==> src/rtl/fetch_queue_if.sv <==
// Fetch-side and decode-side handshake bundle for fetch_queue.
// The queue uses the slave modport; the fetch/decode environment uses master.
interface fetch_queue_if #(
    parameter int PC_W   = 64,
    parameter int INST_W = 32,
    parameter int DEPTH  = 4
) ();
    localparam int CNT_W = $clog2(DEPTH) + 1;

    logic              in_valid;
    logic              in_ready;
    logic [PC_W-1:0]   in_pc;
    logic [INST_W-1:0] in_inst;
    logic              out_valid;
    logic              out_ready;
    logic [PC_W-1:0]   out_pc;
    logic [INST_W-1:0] out_inst;
    logic [CNT_W-1:0]  count;

    modport master (
        output in_valid, in_pc, in_inst, out_ready,
        input  in_ready, out_valid, out_pc, out_inst, count
    );

    modport slave (
        input  in_valid, in_pc, in_inst, out_ready,
        output in_ready, out_valid, out_pc, out_inst, count
    );
endinterface

==> src/rtl/fetch_queue.sv <==
// IF->ID decoupling queue: DEPTH-entry circular buffer of (pc, inst) pairs with
// independent valid/ready handshakes, global enable, flush and held-PC-when-empty.
module fetch_queue_chk #(
    parameter int PC_W   = 64,
    parameter int INST_W = 32,
    parameter int DEPTH  = 4
) (
    input logic                       clk,
    input logic                       rst,
    input logic                       en,
    input logic                       flush,
    input logic                       in_valid,
    input logic                       in_ready,
    input logic [PC_W-1:0]            in_pc,
    input logic [INST_W-1:0]          in_inst,
    input logic [$clog2(DEPTH):0]     count
);
    localparam logic [$clog2(DEPTH):0] MAX_CNT = ($clog2(DEPTH)+1)'(DEPTH);

    a_count_bound : assert property (@(posedge clk) disable iff (!rst)
        count <= MAX_CNT);

    // A refused entry must be held; a flush or a frozen cycle lets fetch re-steer.
    a_in_hold : assert property (@(posedge clk) disable iff (!rst)
        (en && in_valid && !in_ready && !flush) |=>
        (!en || flush || (in_valid && $stable(in_pc) && $stable(in_inst))));
endmodule

module fetch_queue #(
    parameter int                PC_W     = 64,
    parameter int                INST_W   = 32,
    parameter int                DEPTH    = 4,
    parameter logic [PC_W-1:0]   RESET_PC = 64'h80200000,
    parameter logic [INST_W-1:0] NOP_INST = 32'h00000013
) (
    input logic         clk,
    input logic         rst,
    input logic         en,
    input logic         flush,
    fetch_queue_if.slave q
);
    localparam int                PTR_W    = $clog2(DEPTH);
    localparam int                CNT_W    = PTR_W + 1;
    localparam logic [CNT_W-1:0]  FULL_CNT = CNT_W'(DEPTH);
    localparam logic [CNT_W-1:0]  CNT_ONE  = CNT_W'(1);
    localparam logic [PTR_W-1:0]  PTR_ONE  = PTR_W'(1);

    logic [PC_W-1:0]   r_pc_mem   [DEPTH];
    logic [INST_W-1:0] r_inst_mem [DEPTH];
    logic [PTR_W-1:0]  r_head;
    logic [PTR_W-1:0]  r_tail;
    logic [CNT_W-1:0]  r_count;
    logic [PC_W-1:0]   r_last_pc;

    logic              w_in_ready;
    logic              w_out_valid;
    logic              w_push;
    logic              w_pop;
    logic [PC_W-1:0]   w_out_pc;
    logic [INST_W-1:0] w_out_inst;

    // Handshake qualifiers and head/held-PC output selection from registered state only.
    always_comb begin
        w_in_ready  = (r_count != FULL_CNT);
        w_out_valid = (r_count != {CNT_W{1'b0}});
        w_push      = en & q.in_valid & w_in_ready & ~flush;
        w_pop       = en & w_out_valid & q.out_ready & ~flush;
        if (w_out_valid) begin
            w_out_pc   = r_pc_mem[r_head];
            w_out_inst = r_inst_mem[r_head];
        end else begin
            w_out_pc   = r_last_pc;
            w_out_inst = NOP_INST;
        end
    end

    assign q.in_ready  = w_in_ready;
    assign q.out_valid = w_out_valid;
    assign q.out_pc    = w_out_pc;
    assign q.out_inst  = w_out_inst;
    assign q.count     = r_count;

    // Entry storage; contents are don't-care after reset so no reset branch.
    always_ff @(posedge clk) begin
        if (w_push) begin
            r_pc_mem[r_tail]   <= q.in_pc;
            r_inst_mem[r_tail] <= q.in_inst;
        end
    end

    // Pointer, occupancy and held-PC control.
    always_ff @(posedge clk) begin
        if (!rst) begin
            r_head    <= {PTR_W{1'b0}};
            r_tail    <= {PTR_W{1'b0}};
            r_count   <= {CNT_W{1'b0}};
            r_last_pc <= RESET_PC;
        end else if (en) begin
            if (flush) begin
                r_head    <= {PTR_W{1'b0}};
                r_tail    <= {PTR_W{1'b0}};
                r_count   <= {CNT_W{1'b0}};
                r_last_pc <= w_out_pc;
            end else begin
                if (w_push) begin
                    r_tail <= r_tail + PTR_ONE;
                end
                if (w_pop) begin
                    r_head    <= r_head + PTR_ONE;
                    r_last_pc <= r_pc_mem[r_head];
                end
                case ({w_push, w_pop})
                    2'b10:   r_count <= r_count + CNT_ONE;
                    2'b01:   r_count <= r_count - CNT_ONE;
                    default: r_count <= r_count;
                endcase
            end
        end
    end

    fetch_queue_chk #(.PC_W(PC_W), .INST_W(INST_W), .DEPTH(DEPTH)) u_chk (
        .clk      (clk),
        .rst      (rst),
        .en       (en),
        .flush    (flush),
        .in_valid (q.in_valid),
        .in_ready (w_in_ready),
        .in_pc    (q.in_pc),
        .in_inst  (q.in_inst),
        .count    (r_count)
    );
endmodule

==> src/flat_wrapper.sv <==
// flat-port wrapper written by rule: the top's interface ports become plain ports
module fetch_queue_flat 
#(
    parameter int                PC_W     = 64,
    parameter int                INST_W   = 32,
    parameter int                DEPTH    = 4,
    parameter logic [PC_W-1:0]   RESET_PC = 64'h80200000,
    parameter logic [INST_W-1:0] NOP_INST = 32'h00000013
)
  (clk, rst, en, flush, q_in_valid, q_in_pc, q_in_inst, q_out_ready, q_in_ready, q_out_valid, q_out_pc, q_out_inst, q_count);
  fetch_queue_if #(.PC_W(PC_W), .INST_W(INST_W), .DEPTH(DEPTH)) q_i ();
  input logic clk;
  input logic rst;
  input logic en;
  input logic flush;
  input wire logic [$bits(q_i.in_valid)-1:0] q_in_valid;
  input wire logic [$bits(q_i.in_pc)-1:0] q_in_pc;
  input wire logic [$bits(q_i.in_inst)-1:0] q_in_inst;
  input wire logic [$bits(q_i.out_ready)-1:0] q_out_ready;
  output wire logic [$bits(q_i.in_ready)-1:0] q_in_ready;
  output wire logic [$bits(q_i.out_valid)-1:0] q_out_valid;
  output wire logic [$bits(q_i.out_pc)-1:0] q_out_pc;
  output wire logic [$bits(q_i.out_inst)-1:0] q_out_inst;
  output wire logic [$bits(q_i.count)-1:0] q_count;
  assign q_i.in_valid = q_in_valid;
  assign q_i.in_pc = q_in_pc;
  assign q_i.in_inst = q_in_inst;
  assign q_i.out_ready = q_out_ready;
  assign q_in_ready = q_i.in_ready;
  assign q_out_valid = q_i.out_valid;
  assign q_out_pc = q_i.out_pc;
  assign q_out_inst = q_i.out_inst;
  assign q_count = q_i.count;
  fetch_queue #(.PC_W(PC_W), .INST_W(INST_W), .DEPTH(DEPTH), .RESET_PC(RESET_PC), .NOP_INST(NOP_INST)) u_core (.clk(clk), .rst(rst), .en(en), .flush(flush), .q(q_i));
endmodule
==> config.mk <==
export PLATFORM = sky130hd
export DESIGN_NAME = fetch_queue_flat
export DESIGN_NICKNAME = d
export VERILOG_FILES = /design/src/rtl/fetch_queue_if.sv /design/src/rtl/fetch_queue.sv /design/src/flat_wrapper.sv
export SDC_FILE = /design/constraint.sdc
export NUM_CORES = 1
export LEC_CHECK = 0
export ABC_AREA = 1
export ABC_CLOCK_PERIOD_IN_PS = 6900
export BUFFER_PORTS_ARGS = -buffer_cell sky130_fd_sc_hd__buf_4
export CORE_MARGIN = 1.5
export CORE_UTILIZATION = 40
export DETAILED_ROUTE_END_ITERATION = 6
export GPL_TIMING_DRIVEN = 0
export MAX_ROUTING_LAYER = met4
export SYNTH_ARGS = -nofsm -noshare
export SYNTH_HDL_FRONTEND = slang
export SYNTH_SLANG_ARGS = --single-unit
==> constraint.sdc <==
create_clock -name clk -period 6.9 [get_ports clk]
set_clock_uncertainty 0.1 [all_clocks]
set_input_delay 0.345 -clock clk [delete_from_list [all_inputs] [get_ports clk]]
set_output_delay 0.345 -clock clk [all_outputs]
set_load 0.1 [all_outputs]
---- Yosys cells after proc, flatten, opt, wreduce, memory -nomap -nowiden ----
Memories as Yosys holds them, arrays and structs flattened. A register that Yosys moved wholly into a read port is not among the register bits.
Index checks and enable logic that the tools add are counted.
cells by class
  add/subtract/negate cells ............... 4
  equal/unequal tests ..................... 3
  mux-type cells .......................... 16
  bitwise logic cells ..................... 7
  reductions and logical operators ........ 7
operators by type and width
  cell                   count
  $mux W64               3
  $mux W32               1
  $mux W2                8
  $and A1 B1 Y1          6
  $pmux W3 S2            1
  $reduce_and A2 Y1      3
  $reduce_bool A3 Y1     2
  $add A2 B1 Y2 const B  2
  $reduce_bool A2 Y1     2
  $add A3 B1 Y3 const B  1
  $mux W3                1
  $ne A3 B3 Y1 const B   1
  $sub A3 B1 Y3 const B  1
  $eq A2 B1 Y1 const B   1
  $eq A2 B2 Y1 const B   1
  $mux W1                2
  $not A1 Y1             1
word-level totals
  flip-flop bits (word level) ............. 71
  memory bits (writable) .................. 384
  input port bits ......................... 102
  output and inout bits ................... 101
  logic and storage cells ................. 43
  memories kept ........................... 2
memories
  memory             words  bits a word  rd ports  clocked after Yosys merged registers in  wr ports  line               source
  u_core.r_pc_mem    4      64           1         1                                        1         fetch_queue.sv:48  logic [PC_W-1:0] r_pc_mem [DEPTH];
  u_core.r_inst_mem  4      32           1         1                                        1         fetch_queue.sv:49  logic [INST_W-1:0] r_inst_mem [DEPTH];

---- Depth between registers and ports, before layout ----
Gate-level depths: netlist (run 1).
  depth after elaboration ................. 8
  gate-level depth with buffers ........... 12
  gate-level depth less buffers ........... 12

---- Worst setup path after synthesis (run 1) ----
Ideal clock, no wire load.
  path kind ............................... register to register
  start ................................... reg u_core.r_count[0], in the netlist u_core.q.count[0]
  end ..................................... mem u_core.r_inst_mem[0][0] (enable)
  setup time .............................. 0.551 ns
  arrival ................................. 6.370 ns
  data required time ...................... 6.249 ns
  setup slack ............................. -0.121 ns
  stages on the path, launching flop included .. 7
  buffers on the path ..................... 0
  period minus slack after synthesis ...... 7.021 ns
  cell sequence ........................... dfxtp_1 nor2_4 nand2_1 nand2_1 nor2_1 inv_1 nor2_1
on the way
  word-level cells in the longest chain between the ends .. 5
RTL lines
  what                           line                source
  start, declared                fetch_queue.sv:52   logic [CNT_W-1:0] r_count;
  start signal, assigned         fetch_queue.sv:96   r_count <= {CNT_W{1'b0}};
  start signal, assigned         fetch_queue.sv:102  r_count <= {CNT_W{1'b0}};
  start signal, assigned         fetch_queue.sv:113  2'b10: r_count <= r_count + CNT_ONE;
  $ne A3 B3 Y1                   fetch_queue.sv:64   w_in_ready = (r_count != FULL_CNT);
  named net q_in_ready           flat_wrapper.sv:20  output wire logic [$bits(q_i.in_ready)-1:0] q_in_ready;
  $and A1 B1 Y1 (2 in series)    fetch_queue.sv:66   w_push = en & q.in_valid & w_in_ready & ~flush;
  $mux W1                        fetch_queue.sv:85   if (w_push) begin
  $mux W1 (not written as such)  fetch_queue.sv:87   r_inst_mem[r_tail] <= q.in_inst;
  end, declared                  fetch_queue.sv:49
The timed path passes the listed nets, and every way through them passes these cells.

==> results of run 1 <==
kinds of logic after synthesis:
logic type | count (synthesis)
XOR/XNOR | 1
adder cells (fa/ha/maj) | 5
AO/OA/AOI/OAI | 272
buffers and inverters | 153
flip-flops | 457
AND/OR/NAND/NOR | 831
worst min-delay path: cells and delay by family:
kind                   cells  cell delay, ns
buffers and inverters      1            0.12
AOI/OAI and AO/OA          1            0.06
and+or+nand+nor            2            0.16
state kept, by name, indices dropped and copies added, names as in the netlist, named ones only:
register	count
u_core.r_inst_mem	128
u_core.r_pc_mem	256
u_core.r_last_pc	64
u_core.q.count	3
u_core.r_head	2
u_core.r_tail	2
cells in the final DEF, fill, tap and decap left out, drive strengths merged, types with 58 or more instances in the layout:
| cell | Yosys | routed |
|---|---|---|
| a21oi | 58 | 58 |
| buf | 81 | 297 |
| clkbuf | 32 | 102 |
| dfxtp | 73 | 73 |
| dlygate4sd3 | 0 | 96 |
| edfxtp | 384 | 384 |
| nand2 | 469 | 469 |
| nand3 | 222 | 222 |
| nor2 | 140 | 140 |
| o21ai | 164 | 164 |
per-stage QoR:
stage / std cells / hold slack [ns]
after global placement: 2527 / 0.354
after floorplan: 1719 / 0.342
after global routing: 2729 / 0.0629
final: 2729 / 0.0518
after CTS: 2724 / 0.0295
after detailed placement: 2542 / 0.356
how the worst min path moves through the flow:
stage / endpoint / slack [ns] / cells past startpoint / startpoint
final: u_core.r_tail[1] / 0.05 / 4 / flush
after floorplan: u_core.r_last_pc[21] / 0.34 / 2 / u_core.r_last_pc[21]
after detailed placement: u_core.r_last_pc[21] / 0.36 / 2 / u_core.r_last_pc[21]
after global routing: u_core.r_tail[0] / 0.06 / 4 / en
after global placement: u_core.r_last_pc[21] / 0.35 / 2 / u_core.r_last_pc[21]
after CTS: u_core.r_tail[1] / 0.03 / 4 / en
area by class of cell:
class / instances / share of cell area
Clock buffer: 70 / 0.0558
Multi-Input combinational cell: 1109 / 0.210
Antenna cell: 5 / 0.000527
Timing Repair Buffer: 312 / 0.118
Clock inverter: 16 / 0.00553
Sequential cell: 457 / 0.547
Tap cell: 607 / 0.0320
Inverter: 40 / 0.00632
Buffer: 113 / 0.0252
where the power goes:
part	internal, mW	switching (mW)	leakage, nW	total [mW]
Clock	1.40	1.04	0.713	2.44
Sequential	3.05	0.0229	4.07	3.07
Combinational	0.300	0.956	4.29	1.26
per-layer routing:
metal	global-route usage	routed length, µm	vias up
li1	-	-	6743
met1	0.293	22900	6786
met5	-	0	-
met2	0.353	24500	481
met4	0.0632	1150	0
met3	0.0502	4060	95
==> impl_metrics.yaml, run 1 <==
setup_path:
  critPathTopFamily: "buffers and inverters"
  path_cells: "buf_2 > buf_2 > buf_2 > nor2_1 > nor2_1 > o21ai_0 > a21oi_1 > buf_4"
  path_common_cell: "buf_2"
  cp.required_ns: 6.45
  endpoint: "q_out_inst[29]"
  cp_num_cells: 8
  criticalPathCategory: "flip-flop to primary output"
  rr_endpoint: "u_core.r_inst_mem[3][3]"
  worst_r2r_startpoint: "u_core.q.count[0]"
  startpoint_type: "flip-flop"
  cp_data_arrival_time_ns: 2.96
  r2r_cells: 9
  crit_slowest_cell: "dfxtp_1"
  critPathMaxFanout: 10
  cp_num_buf_inv: 4
  cpPeakStageDelay_ns: 0.47
  endpoint_kind: "primary output"
  r2r_slack_ns: 4.20
place:
  gp_congestion: 0.811
  placement.io_buffers: 201
  place_hpwl_um: 34200
  place_area_um2: 21300
  pre_cts_slack_ns: 4.09
sta:
  min_period_ns: 3.40
  hold_viol_final: 0
  fmax_ghz: 0.294
  finalSetupTns_ns: 0
  setup_ws_ns: 3.50
  rsz0062_at_grt: "no"
  max_slew.worst_pin.slew_ns: 0.819
  setup_viol: 0
  finalCritPeriodShare: 0.493
  slew_headroom: 0.453
  final_max_slew_viol_count: 0
die:
  core.rowCount: 79
  pin_count: 203
  core_um2: 46400
  die_h_um: 219
  start_util: 0.403
  die_area_um2: 48000
  die-width_um: 219
min_path:
  hold_class: "input pin to flip-flop"
route:
  vias: 14105
  drcViolationCount: 0
  ant_nets: 0
  dr.first_iter.drc_count: 1152
  post_drt_wl_per_cell_um: 19.3
  totalWireLength_um: 52600
  via_per_inst: 5.17
  first_pass_iters: 7
clock_network:
  cts.sinks: 457
  cts_resized: 0
  clk_pin_slew_ns: 0.06
  cts.path.max_buffers: 3
  clk_latency_ns: 0.59
  cts_hold_buf: 96
  cts_tree: "built"
  cts_root_buf: "clkbuf_16"
  postCtsSetupRepairBufs: 0
  htreeDepth: 2
  numCtsBuffers: 48
synthesis:
  synthTopCellsByCount: "nand2_1, edfxtp_1, nand3_1, nor2_1, o21ai_0"
  synth_top_cell_by_area: "edfxtp_1"
  synth_fa_ha_area_frac: 0.00335
  synth-xor-area-share: 0.000469
  async_reset_ff_frac: 0
  yosysWarnings: 0
  yosysSeqAreaShare: 0.695
  synth-edff-count: 384
  syn-num-nets: 1826
  ys.flop_type: "edfxtp_1"
  syn_area_per_cell_um2: 10.9
  synthMuxAreaShare: 0
  yosysMostFrequentCell: "nand2_1"
  syn_inst: 1719
  synth-seq-cells: 457
  synth_top_area_share: 0.617
  synthSimpleGateAreaFrac: 0.183
  synth_cell_types: 29
  syn_area_um2: 18700
  synth_top_family_by_area: "simple AND/OR/NAND/NOR gates"
  synth_compound_area_frac: 0.0777
  synthTopCellsByArea: "edfxtp_1, nand2_1, dfxtp_1"
grt:
  overflow: 0
  grt_max_degree: 28
  grtUsageTotal: 0.225
  grt_pass1_vias: 13697
  grt_pass1_wl_um: 78800
  antenna_found_initial: 5
final_layout:
  fillers: 4072
  fin_area_um2: 23700
  area_delta_synth_final_pct: 27.0
  seq_area_um2: 13000
  drive_above_1_share: 0.176
  utilization: 0.512
  multi_input_area_um2: 4980
  nets: 2188
run:
  max_cap_viol_count: 0
power_and_ir_drop:
  power.density_nw_per_um2: 285
  p_leak_nw: 9.08
  finalPower_mw: 6.77
  peakVddDrop_mv: 0.183
status:
  status: "finished clean"
Power figures use the tool's default switching activity.
==> run 2: changes to the inputs <==
ABC_CLOCK_PERIOD_IN_PS = 3160   (was 6900)
clock period = 3.16 ns   (was 6.9 ns; I/O delays follow)
==> impl_metrics.yaml, run 2 (synthesis gave the netlist of run 1 again) <==
status:
  status: "finished clean"
sta:
  finalSetupTns_ns: 0
  finalCritPeriodShare: 0.944
  setup_viol: 0
  rsz0062_at_grt: "no"
  min_period_ns: 2.98
  max_slew.worst_pin.slew_ns: 0.926
  worst_hold_slack_ns: 0.00649
  setup_ws_ns: 0.178
  final_max_slew_viol_count: 0
  fmax_ghz: 0.335
  hold_viol_final: 0
  slew_headroom: 0.381
place:
  placement.io_buffers: 201
  place_area_um2: 21400
  gp_congestion: 0.817
  pre_cts_slack_ns: 0.574
  place_hpwl_um: 35000
  placedCellCount: 2541
setup_path:
  crit_slowest_cell: "dfxtp_1"
  critPathTopFamily: "buffers and inverters"
  criticalPathCategory: "flip-flop to primary output"
  cp_data_arrival_time_ns: 2.72
  rr_endpoint: "u_core.r_pc_mem[0][58]"
  startpoint_type: "flip-flop"
  cp_num_buf_inv: 4
  path_cells: "buf_4 > clkbuf_4 > buf_2 > nor2_1 > nor2_1 > o21ai_0 > a21oi_1 > buf_4"
  r2r_slack_ns: 0.62
  critPathMaxFanout: 10
  r2r_cells: 8
  endpoint_kind: "primary output"
  cp.required_ns: 2.90
  worst_r2r_startpoint: "u_core.q.count[1]"
  cpPeakStageDelay_ns: 0.47
run:
  max_cap_viol_count: 0
min_path:
  hold_start: "rst"
  worstHoldPathCells: 3
  hold_class: "input pin to flip-flop"
  worstHoldEndpoint: "u_core.r_last_pc[1]"
route:
  via_per_inst: 5.21
  post_drt_wl_per_cell_um: 19.5
  dr.first_iter.drc_count: 1026
  vias: 14289
  first_pass_iters: 5
  ant_nets: 0
  drcViolationCount: 0
  totalWireLength_um: 53500
final_layout:
  nets: 2195
  largest_register_ffs: 256
  reg_top3: "u_core.r_pc_mem (256), u_core.r_inst_mem (128), u_core.r_last_pc (64)"
  fin_area_um2: 24100
  area_delta_synth_final_pct: 28.8
  utilization: 0.519
  largest_register: "u_core.r_pc_mem"
  final_common_cell: "nand2_1"
  layout_common_cells: "nand2_1, edfxtp_1, nand3_1, buf_4, nor2_1"
  finalNonFillerCells: 2740
  drive_above_1_share: 0.192
clock_network:
  postCtsSetupRepairBufs: 0
  htreeDepth: 2
  numCtsBuffers: 49
  cts.sinks: 457
  cts_tree: "built"
  cts.path.max_buffers: 3
  clk_pin_slew_ns: 0.06
  clk_latency_ns: 0.59
  cts_root_buf: "clkbuf_16"
power_and_ir_drop:
  finalPower_mw: 15.2
  peakVddDrop_mv: 0.401
  power.density_nw_per_um2: 633
  p_leak_nw: 9.16
die:
  die-width_um: 219
  die_h_um: 219
  core.rowCount: 79
  core_um2: 46400
  pin_count: 203
  die_area_um2: 48000
  start_util: 0.403
grt:
  overflow: 0
  antenna_found_initial: 6
  grtUsageTotal: 0.229
  grt_max_degree: 28
  grt_pass1_wl_um: 80600
  grt_pass1_vias: 14068
==> run 2: power breakdown <==
group          switching (mW)  total (mW)  internal (mW)
combinational            2.11        2.77          0.668
sequential             0.0507        6.71           6.66
clock                    2.36        5.76           3.39
==> run 2: routing by layer <==
layer,vias to the layer above,global-route usage,part of all wire
li1,6773,-,-
met1,6899,0.295,0.43
met2,520,0.359,0.46
met3,97,0.0457,0.073
met4,0,0.0815,0.032
met5,-,-,0
==> run 2: worst max-delay path by stage <==
stage | startpoint | end | slack (ns) | depth (start not counted)
2_1_floorplan | u_core.q.count[1] | u_core.r_inst_mem[0][0] | 0.01 | 6
3_3_place_gp | u_core.q.count[1] | u_core.r_inst_mem[2][7] | -0.92 | 6
3_5_place_dp | u_core.q.count[1] | u_core.r_inst_mem[0][7] | 0.57 | 8
4_1_cts | flip-flop | q_out_inst[26] | 0.09 | 8
5_1_grt | flip-flop | q_out_inst[5] | 0.01 | 8
6_report | flip-flop | q_out_inst[6] | 0.18 | 8
==> run 2: timing repair <==
action                                  4_1_cts  5_1_grt
endpoints found under the setup margin        3        8
gates resized for setup                       1        3
hold endpoints to repair                    418        0
hold buffers                                103        0
==> run 2: layout make-up <==
cell class | instances | area [µm²]
clock inverters | 17 | 213
plain buffers | 113 | 608
repair buffers | 318 | 2830
inverters | 40 | 150
diodes | 6 | 15.0
well taps | 607 | 759
multi-input cells | 1109 | 5100
flip-flops and latches | 457 | 13000
clock buffers | 73 | 1400
fillers | 4100 | 22300
==> run 2: tightest hold or removal path: stages <==
cell	delay [ns]
clkbuf_1	0.28
o21ai_0	0.17
a31oi_1	0.05
==> run 3: changes to the inputs <==
BUFFER_PORTS_ARGS = default   (was -buffer_cell sky130_fd_sc_hd__buf_4)
DONT_BUFFER_PORTS = 1   (was default)
==> impl_metrics.yaml, run 3 (synthesis gave the netlist of run 1 again) <==
final_layout:
  utilization: 0.498
  fin_area_um2: 23100
  largest_register: "u_core.r_pc_mem"
  area_delta_synth_final_pct: 23.6
  drive_above_1_share: 0.141
  fillers: 4054
  nets: 1998
  layout_common_cells: "nand2_1, edfxtp_1, nand3_1, nor2_1, o21ai_0"
  largest_register_ffs: 256
  final_common_cell: "nand2_1"
  reg_top3: "u_core.r_pc_mem (256), u_core.r_inst_mem (128), u_core.r_last_pc (64)"
die:
  pin_count: 203
  die_h_um: 219
  start_util: 0.403
  core.rowCount: 79
  core_um2: 46400
  die_area_um2: 48000
  die-width_um: 219
setup_path:
  startpoint_type: "flip-flop"
  path_cells: "inv_2 > nand2_4 > clkbuf_1 > o21ai_0 > inv_1"
  endpoint_kind: "primary output"
  critPathMaxFanout: 10
  cpPeakStageDelay_ns: 0.68
  cp.required_ns: 2.90
  criticalPathCategory: "flip-flop to primary output"
  crit_slowest_cell: "inv_1"
  cp_data_arrival_time_ns: 2.79
route:
  totalWireLength_um: 53100
  via_per_inst: 5.31
  post_drt_wl_per_cell_um: 20.8
  ant_nets: 0
  vias: 13532
  drcViolationCount: 0
  dr.first_iter.drc_count: 1146
  first_pass_iters: 6
clock_network:
  cts.sinks: 457
  clk_latency_ns: 0.59
  numCtsBuffers: 50
  cts_tree: "built"
  cts_root_buf: "clkbuf_16"
  htreeDepth: 2
  cts.path.max_buffers: 3
  postCtsSetupRepairBufs: 0
  clk_pin_slew_ns: 0.06
place:
  placement.io_buffers: 0
  pre_cts_slack_ns: -0.110
  gp_congestion: 0.855
  place_area_um2: 20000
  place_hpwl_um: 34800
power_and_ir_drop:
  power.share.clock: 0.382
  p_leak_nw: 8.21
  combPwrFrac: 0.170
  power.density_nw_per_um2: 649
  netSwitchingPower_mw: 4.56
  peakVddDrop_mv: 0.429
  pwr-share-seq: 0.448
  finalPower_mw: 15.0
  p_int_mw: 10.4
  switching_share: 0.304
sta:
  max_slew.worst_pin.slew_ns: 1.18
  rsz0062_at_grt: "no"
  worst_hold_slack_ns: 0.0459
  fmax_ghz: 0.328
  hold_viol_final: 0
  finalCritPeriodShare: 0.965
  setup_ws_ns: 0.110
  slew_headroom: 0.212
  min_period_ns: 3.05
  setup_viol: 0
  final_max_slew_viol_count: 0
grt:
  grt_max_degree: 29
  overflow: 0
  grtUsageTotal: 0.227
  antenna_found_initial: 8
  grt_pass1_wl_um: 79800
  grt_pass1_vias: 13372
run:
  max_cap_viol_count: 0
status:
  status: "finished clean"
min_path:
  hold_class: "input pin to flip-flop"
run 3: cell count changes in the layout (fill, tap and decap cells not counted), moves of 4 or more:
cell / delta
clkbuf_1: -13
a21oi_2: -20
a21oi_1: -9
nand2_1: -39
clkinv_2: +7
nand2_2: +39
inv_1: -4
clkbuf_8: -4
clkinv_1: +7
buf_4: -191
clkinvlp_4: +6
a21oi_4: +29
buf_2: -11
run 3: timing repair:
| item | CTS | global route |
|---|---|---|
| hold buffers | 105 | 0 |
| pin swaps | 9 | 4 |
| hold endpoints to repair | 426 | 0 |
| endpoints found under the setup margin | 89 | 49 |
| resized for setup | 66 | 32 |
run 3: power by group through the flow:
stage          Sequential, mW  Combinational, mW  Clock (mW)
2_1_floorplan            6.84               1.89           0
5_1_grt                  6.73               2.68        6.04
3_3_place_gp             6.85               2.25           0
3_5_place_dp             6.85               2.30           0
6_report                 6.72               2.55        5.74
4_1_cts                  6.72               2.53        5.82
run 3: cell type report:
cell class / instances / area (µm²) / area share
Antenna cell: 9 / 22.5 / 0.000975
Buffer: 112 / 639 / 0.0277
Tap cell: 607 / 759 / 0.0329
Timing Repair Buffer: 121 / 1400 / 0.0607
Sequential cell: 457 / 13000 / 0.563
Clock buffer: 60 / 1330 / 0.0576
Multi-Input combinational cell: 1109 / 5480 / 0.237
Clock inverter: 34 / 297 / 0.0128
Inverter: 40 / 161 / 0.00699
run 3: path summary, 6_finish.rpt:
path | startpoint | end | slack (ns) | cells past startpoint
worst max-delay path | u_core.q.count[2] | q_out_pc[13] | 0.11 | 5
worst min-delay path | rst | u_core.r_last_pc[1] | 0.05 | 3
worst max register to register | u_core.q.count[1] | u_core.r_pc_mem[2][60] | 0.32 | 8
worst min register to register | u_core.r_last_pc[21] | u_core.r_last_pc[21] | 0.39 | 2
run 3: per-layer routing:
metal | wire length (µm) | global-route usage
met1 | 22300 | 0.285
met5 | 0 | -
met4 | 1340 | 0.0715
met3 | 4380 | 0.0570
met2 | 25100 | 0.362
run 3: worst max-delay path, delay by kind of cell (launching register included):
family / cells / cell delay, ns
buf+inv: 3 / 1.26
flops: 1 / 0.60
simple gates: 1 / 0.19
compound gates: 1 / 0.15
run 3: stage by stage:
stage	cells	TNS, ns
after global routing	2548	0
after floorplan	1719	0
final	2549	0
after CTS	2540	0
after global placement	2326	-504.09
after detailed placement	2342	-0.556
